**src/rtl/div_unit_pkg.sv**
```systemverilog
// Shared encodings for the multi-cycle divider and the controller logic that
// issues DIV/DIVU to it.
package div_unit_pkg;

  typedef enum logic [1:0] {
    DIV_IDLE = 2'd0,
    DIV_BUSY = 2'd1,
    DIV_DONE = 2'd2
  } div_state_e;

endpackage

```
**src/rtl/div_unit.sv**
```systemverilog
// Radix-2 restoring divider for DIV/DIVU in the execute stage.
// Holds the pipeline through stall_divE until {HI,LO} is valid.
module div_unit
  import div_unit_pkg::*;
#(
  parameter int WIDTH = 32
) (
  input  logic               clk,
  input  logic               rst,
  input  logic               start,
  input  logic               signed_div,
  input  logic [WIDTH-1:0]   a,
  input  logic [WIDTH-1:0]   b,
  input  logic               annul,
  output logic [2*WIDTH-1:0] result,
  output logic               ready,
  output logic               stall_divE
);

  localparam int CW = $clog2(WIDTH) + 1;
  localparam logic [CW-1:0] LAST_STEP = CW'(WIDTH - 1);

  div_state_e          state_q, state_d;
  logic [CW-1:0]       cnt_q, cnt_d;
  logic [WIDTH-1:0]    rem_q, rem_d;
  logic [WIDTH-1:0]    quo_q, quo_d;
  logic [WIDTH-1:0]    dvs_q, dvs_d;
  logic                neg_quo_q, neg_quo_d;
  logic                neg_rem_q, neg_rem_d;
  logic [2*WIDTH-1:0]  result_q, result_d;

  logic                a_neg, b_neg;
  logic [WIDTH-1:0]    a_abs, b_abs;
  logic [WIDTH:0]      shift_rem, trial;
  logic [WIDTH-1:0]    step_rem, step_quo;

  assign a_neg = signed_div & a[WIDTH-1];
  assign b_neg = signed_div & b[WIDTH-1];
  assign a_abs = a_neg ? -a : a;
  assign b_abs = b_neg ? -b : b;

  // One restoring step: a negative trial (top bit set) keeps the old remainder.
  assign shift_rem = {rem_q, quo_q[WIDTH-1]};
  assign trial     = shift_rem - {1'b0, dvs_q};
  assign step_rem  = trial[WIDTH] ? shift_rem[WIDTH-1:0] : trial[WIDTH-1:0];
  assign step_quo  = {quo_q[WIDTH-2:0], ~trial[WIDTH]};

  always_comb begin
    state_d   = state_q;
    cnt_d     = cnt_q;
    rem_d     = rem_q;
    quo_d     = quo_q;
    dvs_d     = dvs_q;
    neg_quo_d = neg_quo_q;
    neg_rem_d = neg_rem_q;
    result_d  = result_q;

    unique case (state_q)
      DIV_IDLE: begin
        if (start && !annul) begin
          if (b == '0) begin
            result_d = {a, {WIDTH{1'b1}}};
            state_d  = DIV_DONE;
          end else begin
            rem_d     = '0;
            quo_d     = a_abs;
            dvs_d     = b_abs;
            neg_quo_d = a_neg ^ b_neg;
            neg_rem_d = a_neg;
            cnt_d     = '0;
            state_d   = DIV_BUSY;
          end
        end
      end
      DIV_BUSY: begin
        rem_d = step_rem;
        quo_d = step_quo;
        cnt_d = cnt_q + CW'(1);
        if (cnt_q == LAST_STEP) begin
          result_d = {neg_rem_q ? -step_rem : step_rem,
                      neg_quo_q ? -step_quo : step_quo};
          state_d  = DIV_DONE;
        end
      end
      DIV_DONE: state_d = DIV_IDLE;
      default:  state_d = DIV_IDLE;
    endcase

    // A flush abandons the divide without touching HI/LO.
    if (annul) begin
      state_d  = DIV_IDLE;
      result_d = result_q;
    end
  end

  always_ff @(posedge clk) begin
    if (!rst) begin
      state_q   <= DIV_IDLE;
      cnt_q     <= '0;
      rem_q     <= '0;
      quo_q     <= '0;
      dvs_q     <= '0;
      neg_quo_q <= 1'b0;
      neg_rem_q <= 1'b0;
      result_q  <= '0;
    end else begin
      state_q   <= state_d;
      cnt_q     <= cnt_d;
      rem_q     <= rem_d;
      quo_q     <= quo_d;
      dvs_q     <= dvs_d;
      neg_quo_q <= neg_quo_d;
      neg_rem_q <= neg_rem_d;
      result_q  <= result_d;
    end
  end

  assign result     = result_q;
  assign ready      = (state_q == DIV_DONE);
  assign stall_divE = start & ~ready;

endmodule

```
**config.mk**
```make
export PLATFORM = sky130hd
export DESIGN_NAME = div_unit
export DESIGN_NICKNAME = d
export VERILOG_FILES = /design/src/rtl/div_unit_pkg.sv /design/src/rtl/div_unit.sv
export SDC_FILE = /design/constraint.sdc
export NUM_CORES = 1
export LEC_CHECK = 0
export CAP_MARGIN = 40
export CELL_PAD_IN_SITES_DETAIL_PLACEMENT = 1
export CELL_PAD_IN_SITES_GLOBAL_PLACEMENT = 1
export CORE_UTILIZATION = 45
export DETAILED_ROUTE_END_ITERATION = 8
export GPL_ROUTABILITY_DRIVEN = 1
export MAX_ROUTING_LAYER = met4
export PLACE_DENSITY_LB_ADDON = 0.25
export SLEW_MARGIN = 40
export SYNTH_ARGS = -nofsm -noshare
export SYNTH_HDL_FRONTEND = slang
export SYNTH_SLANG_ARGS = --single-unit
```
**constraint.sdc**
```tcl
create_clock -name clk -period 16.3 [get_ports clk]
set_input_delay 3.26 -clock clk [delete_from_list [all_inputs] [get_ports clk]]
set_output_delay 3.26 -clock clk [all_outputs]
set_load 0.02 [all_outputs]
```
==> impl_metrics.tcl, run 1 <==
set metrics [dict create \
    max_freq_ghz 0.128 \
    min_period_ps 7790 \
    power_density_mw_per_mm2 79.2 \
    critPathBufInv 2 \
    slew_headroom_pct 46.2 \
    via_count 12300 \
    synth_ff_type "dfxtp_1" \
    hold_path_class "flip-flop to flip-flop" \
    synth_seq_cells 170 \
    syn_area_per_cell_um2 7.50 \
    p_sw_share_pct 33.8 \
    wl_mm 41.5 \
    fin_ws_ps 8510 \
    timing.final.max_slew_violations 0 \
    drtAntennaViolNets 0 \
    status "finished clean" \
    power.internal_w 0.000729 \
    ys_seq_area_share_pct 28.9 \
    firstDrtPassIters 5 \
    cp_top_family "buffers and inverters" \
    end_kind "output pin" \
    cts_resized 0 \
    grt-ovfl-total 0 \
    drtIter0Drc 886 \
    tritoncts "built" \
    crit_fanout 4 \
    p_clk_share_pct 37.9 \
    cp_common_cell "clkdlybuf4s50_1" \
    io_pins 135 \
    yosysWarnings 0 \
    path_cells "clkdlybuf4s50_1 -> nor2b_1 -> clkdlybuf4s50_1" \
    hold_violations 0 \
    skew_ps 13.8 \
    setup_viol 0 \
    async_flop_share_pct 0 \
    grt_pass1_wl_mm 66.4 \
    coreArea_mm2 0.0254 \
    synth_edf_count 0 \
    ir_drop_mv 0.0493 \
    antenna_cells 0 \
    cts_max_path_buffers 2 \
    start_util_pct 46.4 \
    worst_path_largest_cell_delay_ps 600 \
    rsz0062_at_grt "no" \
    fin_total_pwr_w 0.00110 \
    start_kind "primary input" \
    path_class "primary input to output pin" \
    io_buffers 134 \
    numCtsBuffers 17 \
    avgRoutedWirePerCell_um 20.9 \
    fin_tns_setup_ps 0 \
    grt_pass1_vias 12300 \
    dp_hpwl_mm 30.5 \
    grt.total_usage_pct 32.3 \
    comb_power_share_pct 21.8 \
    p_sw_w 0.000372 \
    insertion_delay_ps 450 \
    p_leak_nw 5.08 \
    clk_pin_slew_ps 70 \
    die_w_um 164 \
    tightest_slew_ps 799 \
    post_cts_buffers 0 \
    maxCapViolations 0 \
    syn-num-nets 1678 \
    antenna_found_initial 0 \
    synth_area_mm2 0.0118 \
    clkSinkCount 170 \
    viasPerCell 6.19 \
    drcViolationCount 0 \
    gp_congestion 0.937 \
    synth_cells 1571 \
    ctsHoldBuffers 0 \
    dieHeight_um 164 \
    yosys.cell_types.count 77 \
    crit_arrival_ps 4530 \
    cts_root_buf "clkbuf_16" \
    seqPwrFrac_pct 40.3 \
    period_share_pct 47.8 \
    cts_max_level 4 \
    drive_above_1_share_pct 5.33 \
    std_cell_rows 58 \
    die-area_mm2 0.0268 \
    place_ws_ps 8500 \
    layout.nets 1746 \
    area_growth_pct 18.1 \
    slowest_stage "clkdlybuf4s50_1" \
    required_ps 13040 \
    grt_start_max_net_pins 92 \
]
## Yosys cell counts, types with 12 or more instances
| library cell | number | area (µm²) |
|---|---|---|
| nor2_1 | 188 | 706 |
| dfxtp_1 | 170 | 3400 |
| a21oi_1 | 166 | 831 |
| nand2_1 | 138 | 518 |
| o21ai_0 | 97 | 485 |
| clkbuf_1 | 76 | 285 |
| xnor2_1 | 66 | 578 |
| xor2_1 | 66 | 578 |
| inv_1 | 58 | 218 |
| a211oi_1 | 47 | 353 |
| a31oi_1 | 45 | 282 |
| ha_1 | 37 | 463 |
| nor3_1 | 35 | 175 |
| nand3_1 | 32 | 160 |
| o211ai_1 | 32 | 240 |
| mux2i_1 | 28 | 280 |
| o31ai_1 | 23 | 173 |
| a21o_1 | 18 | 135 |
| nor4_1 | 18 | 113 |
| or3_1 | 15 | 93.8 |
| buf_1 | 14 | 52.6 |
| o41ai_1 | 14 | 123 |
| or4_1 | 14 | 105 |
| and3_1 | 13 | 81.3 |
| o21a_1 | 13 | 97.6 |
| nand4_1 | 12 | 75.1 |
## state kept, by name, summed over array words and instances (netlist names)
name / flops
cnt_q: 6
dvs_q: 32
neg_quo_q: 1
neg_rem_q: 1
quo_q: 32
rem_q: 32
result: 64
state_q: 2
## through the flow
stage	hold WS [ps]	std cells	util, %	instance area, µm²
4_1_cts	460	1982	54.7	13900
3_3_place_gp	439	1950	52.3	13300
2_1_floorplan	432	1571	-	11800
3_5_place_dp	450	1950	52.4	13300
5_1_grt	480	1982	54.8	13900
6_report	455	1982	54.8	13900
## cell type report
cell class,count,area (µm²)
fill,3152,11500
sequential,170,3400
multi-input combinational,1244,7820
clock buffer,17,425
tap,330,413
inverter,58,219
timing repair buffer,148,1450
clock inverter,15,174
## worst register-to-register path, delay by kind of cell, from the launching register on
family                     cells  cell delay, ps
AOI/OAI and AO/OA              7            2390
muxes                          1             340
and+or+nand+nor                6            1290
buffers and inverters          4             590
DFF                            1             490
adders and majority gates      3             710
xor gates and xnor gates       1             170
## cells in the final DEF (no fill, tap or decap), drive strengths merged, types with 8 or more instances in the layout
| cell type | n |
|---|---|
| a211oi | 49 |
| a21o | 18 |
| a21oi | 168 |
| a31oi | 46 |
| and2 | 10 |
| and3 | 13 |
| buf | 15 |
| clkbuf | 17 |
| clkdlybuf4s50 | 133 |
| clkinv | 8 |
| dfxtp | 170 |
| ha | 37 |
| inv | 64 |
| mux2 | 8 |
| mux2i | 28 |
| nand2 | 138 |
| nand2b | 10 |
| nand3 | 32 |
| nand4 | 12 |
| nor2 | 188 |
| nor3 | 35 |
| nor4 | 19 |
| o211ai | 32 |
| o21a | 13 |
| o21ai | 103 |
| o31ai | 26 |
| o41ai | 17 |
| or3 | 17 |
| or4 | 16 |
| xnor2 | 66 |
| xor2 | 66 |
## worst paths after layout
path                                start                 endpoint  slack (ps)  cells after the start
setup reg to reg   quo_q[31]$_SDFFE_PN0P_  result[48]$_SDFFE_PN0P_       10170                     22
hold / removal    result[40]$_SDFFE_PN0P_  result[40]$_SDFFE_PN0P_         460                      2
hold reg to reg   result[40]$_SDFFE_PN0P_  result[40]$_SDFFE_PN0P_         460                      2
setup / recovery                    start               stall_divE        8510                      3
## routing by layer
| metal | up-vias | track usage, % | routed length [µm] |
|---|---|---|---|
| met5 | - | - | 0 |
| met4 | 0 | 14.3 | 1630 |
| met3 | 79 | 3.59 | 1780 |
| met2 | 337 | 52.6 | 19800 |
| met1 | 6002 | 40.3 | 18300 |
| li1 | 5852 | - | - |
## logic make-up (layout without fill, tap and decap cells)
logic type      Yosys count  in the layout  synth area share (%)
compound gates          527            527                  28.8
xor+xnor                132            132                  9.81
fa+ha+maj                38             38                  4.10
buf+inv                 157            238                  5.14
flops                   170            170                  28.9
mux                      36             36                  3.14
simple gates            511            511                  20.1
## power by group through the flow
stage                     logic, W  clock network (W)  registers, W
after floorplan           0.000154                  0      0.000452
after global placement    0.000227                  0      0.000453
after detailed placement  0.000235                  0      0.000453
after CTS                 0.000237           0.000418      0.000443
after global routing      0.000262           0.000440      0.000445
final                     0.000240           0.000417      0.000444
Power figures use the tool's default switching activity.
==> inputs of run 2 (changes only) <==
--- a/config.mk
+++ b/config.mk
@@ -8,7 +8,7 @@
 export CAP_MARGIN = 40
 export CELL_PAD_IN_SITES_DETAIL_PLACEMENT = 1
 export CELL_PAD_IN_SITES_GLOBAL_PLACEMENT = 1
-export CORE_UTILIZATION = 45
+export CORE_UTILIZATION = 38
 export DETAILED_ROUTE_END_ITERATION = 8
 export GPL_ROUTABILITY_DRIVEN = 1
 export MAX_ROUTING_LAYER = met4
==> constraint.sdc (replaced) <==
create_clock -name clk -period 6.7 [get_ports clk]
set_input_delay 1.34 -clock clk [delete_from_list [all_inputs] [get_ports clk]]
set_output_delay 1.34 -clock clk [all_outputs]
set_load 0.02 [all_outputs]
==> run 2 against run 1 <==
Against the previous run:
- critical path depth rose by 17
- sequential share of layout area shrank 0.17 points
- clock-buffer cell count grew 2
- combinational power rose by 140%
- global-route usage shrank 5.0 points
- final cell count grew 3.5%
- routed wire length is 0.35% higher
- register-to-register slack got worse by 9200 ps
- non-clock buffer count up 3
- via count down 1.2%
- setup slack worse by 7500 ps
==> impl_metrics.tcl, run 2 (synthesis results as in run 1) <==
set metrics [dict create \
    status "finished clean" \
    r2r-end "result[58]$_SDFFE_PN0P_" \
    drive_above_1_share_pct 5.56 \
    final_cell_mix "nor2_1 (186), dfxtp_1 (170), a21oi_1 (165)" \
    area_growth_pct 18.9 \
    power_density_mw_per_mm2 192 \
    path_cells "inv_1 -> ha_1 -> inv_1 -> fa_1 -> a211oi_2 -> o31ai_2 -> o21ai_1 -> a211oi_2 -> o21a_1 -> nor2_4 -> inv_1 -> a21oi_1 -> ha_1 -> nor3b_1 -> nand2_1 -> mux2_2 -> or4_4 -> o41ai_2 -> xnor2_1 -> o22ai_1" \
    std_cell_rows 64 \
    drtIter0Drc 903 \
    setup_viol 0 \
    rsz0062_at_grt "no" \
    p_clk_share_pct 38.1 \
    antenna_found_initial 0 \
    seqPwrFrac_pct 40.2 \
    slew_headroom_pct 41.5 \
    antenna_cells 0 \
    cts_resized 0 \
    max_freq_ghz 0.176 \
    p_sw_w 0.000844 \
    dieHeight_um 178 \
    avgRoutedWirePerCell_um 20.3 \
    io_buffers 134 \
    viasPerCell 5.91 \
    cts_max_path_buffers 2 \
    place_ws_ps 914 \
    end_kind "flip-flop" \
    cp_common_cell "inv_1" \
    clk_pin_slew_ps 70 \
    firstDrtPassIters 7 \
    rrSetupSlack_ps 1000 \
    hold_violations 0 \
    timing.final.max_slew_violations 0 \
    post_cts_buffers 0 \
    critPathCapture "result[58]$_SDFFE_PN0P_" \
    fin_tns_setup_ps 0 \
    drtAntennaViolNets 0 \
    place_inst 2019 \
    tightest_slew_ps 871 \
    reg2reg_depth 20 \
    skew_ps 9.60 \
    clkSinkCount 170 \
    gp_congestion 0.937 \
    worst_path_largest_cell_delay_ps 600 \
    period_share_pct 85.0 \
    r2r-start "quo_q[31]$_SDFFE_PN0P_" \
    ctsHoldBuffers 0 \
    fin_ws_ps 1000 \
    dp_hpwl_mm 31.1 \
    startpoint "quo_q[31]$_SDFFE_PN0P_" \
    final_common_cell "nor2_1" \
    grt.total_usage_pct 27.3 \
    fin_cells 2051 \
    layout.nets 1749 \
    ir_drop_mv 0.179 \
    hold_path_class "flip-flop to flip-flop" \
    slowest_stage "or4_4" \
    grt_pass1_wl_mm 65.9 \
    grt-ovfl-total 0 \
    cts_max_level 4 \
    drcViolationCount 0 \
    start_kind "flip-flop" \
    path_class "flip-flop to flip-flop" \
    start_util_pct 38.6 \
    coreArea_mm2 0.0305 \
    die_w_um 178 \
    via_count 12100 \
    cts_root_buf "clkbuf_16" \
    min_period_ps 5700 \
    maxCapViolations 0 \
    crit_arrival_ps 6000 \
    tritoncts "built" \
    p_leak_nw 5.10 \
    insertion_delay_ps 440 \
    numCtsBuffers 17 \
    crit_fanout 15 \
    required_ps 7000 \
    grt_start_max_net_pins 100 \
    io_pins 135 \
    wl_mm 41.7 \
    power.internal_w 0.00184 \
    largest_reg_flops 64 \
    die-area_mm2 0.0317 \
    comb_power_share_pct 21.7 \
    p_sw_share_pct 31.4 \
    grt_pass1_vias 11900 \
]
[run 2: cell count changes in the layout (fill, tap and decap cells not counted), sizes merged]
cell	change
clkbuf	+2
clkinv	-3
bufinv	+2
inv	-3
buf	+3
clkinvlp	+2
[run 2: final cells by class]
type	instances	area, µm²
Fill cell	3780	16500
Multi-Input combinational cell	1244	7820
Sequential cell	170	3400
Timing Repair Buffer	151	1480
Tap cell	396	495
Clock buffer	19	453
Inverter	58	219
Clock inverter	13	140
[run 2: worst min-delay path by stage]
stage | cells past startpoint | start | slack, ps | to
after floorplan | 2 | dvs_q[31]$_SDFFE_PN0P_ | 430 | dvs_q[31]$_SDFFE_PN0P_
after global placement | 2 | result[40]$_SDFFE_PN0P_ | 440 | result[40]$_SDFFE_PN0P_
after detailed placement | 2 | result[40]$_SDFFE_PN0P_ | 450 | result[40]$_SDFFE_PN0P_
after CTS | 2 | result[40]$_SDFFE_PN0P_ | 460 | result[40]$_SDFFE_PN0P_
after global routing | 2 | result[40]$_SDFFE_PN0P_ | 470 | result[40]$_SDFFE_PN0P_
final | 2 | result[40]$_SDFFE_PN0P_ | 450 | result[40]$_SDFFE_PN0P_
[run 2: power groups by stage]
stage | sequential [W] | clock (W) | combinational (W)
6_report | 0.00108 | 0.00102 | 0.000583
5_1_grt | 0.00108 | 0.00108 | 0.000638
4_1_cts | 0.00108 | 0.00104 | 0.000580
3_5_place_dp | 0.00110 | 0 | 0.000576
3_3_place_gp | 0.00110 | 0 | 0.000564
2_1_floorplan | 0.00110 | 0 | 0.000375
[run 2: metrics by stage]
stage	area (µm²)	hold slack [ps]	util (%)	power, W
3_5_place_dp	13400	447	43.9	0.00168
2_1_floorplan	11800	432	-	0.00147
4_1_cts	14000	456	45.9	0.00270
6_report	14000	452	45.9	0.00269
3_3_place_gp	13400	444	43.9	0.00166
5_1_grt	14000	474	45.9	0.00280
[run 2: worst max-delay path, delay by kind of cell (launching register included)]
family / cells / cell delay, ps
compound gates: 8 / 2050
fa+ha+maj: 3 / 830
simple gates: 4 / 1400
buf+inv: 3 / 410
flops: 1 / 340
xor+xnor: 1 / 170
mux: 1 / 340
[run 2: per-layer routing]
| metal | track usage, % | vias up | share of wire [%] |
|---|---|---|---|
| li1 | - | 5841 | - |
| met1 | 35.5 | 5936 | 46 |
| met2 | 44.0 | 291 | 47 |
| met3 | 2.60 | 52 | 3.9 |
| met4 | 9.44 | 0 | 2.7 |
| met5 | - | - | 0 |
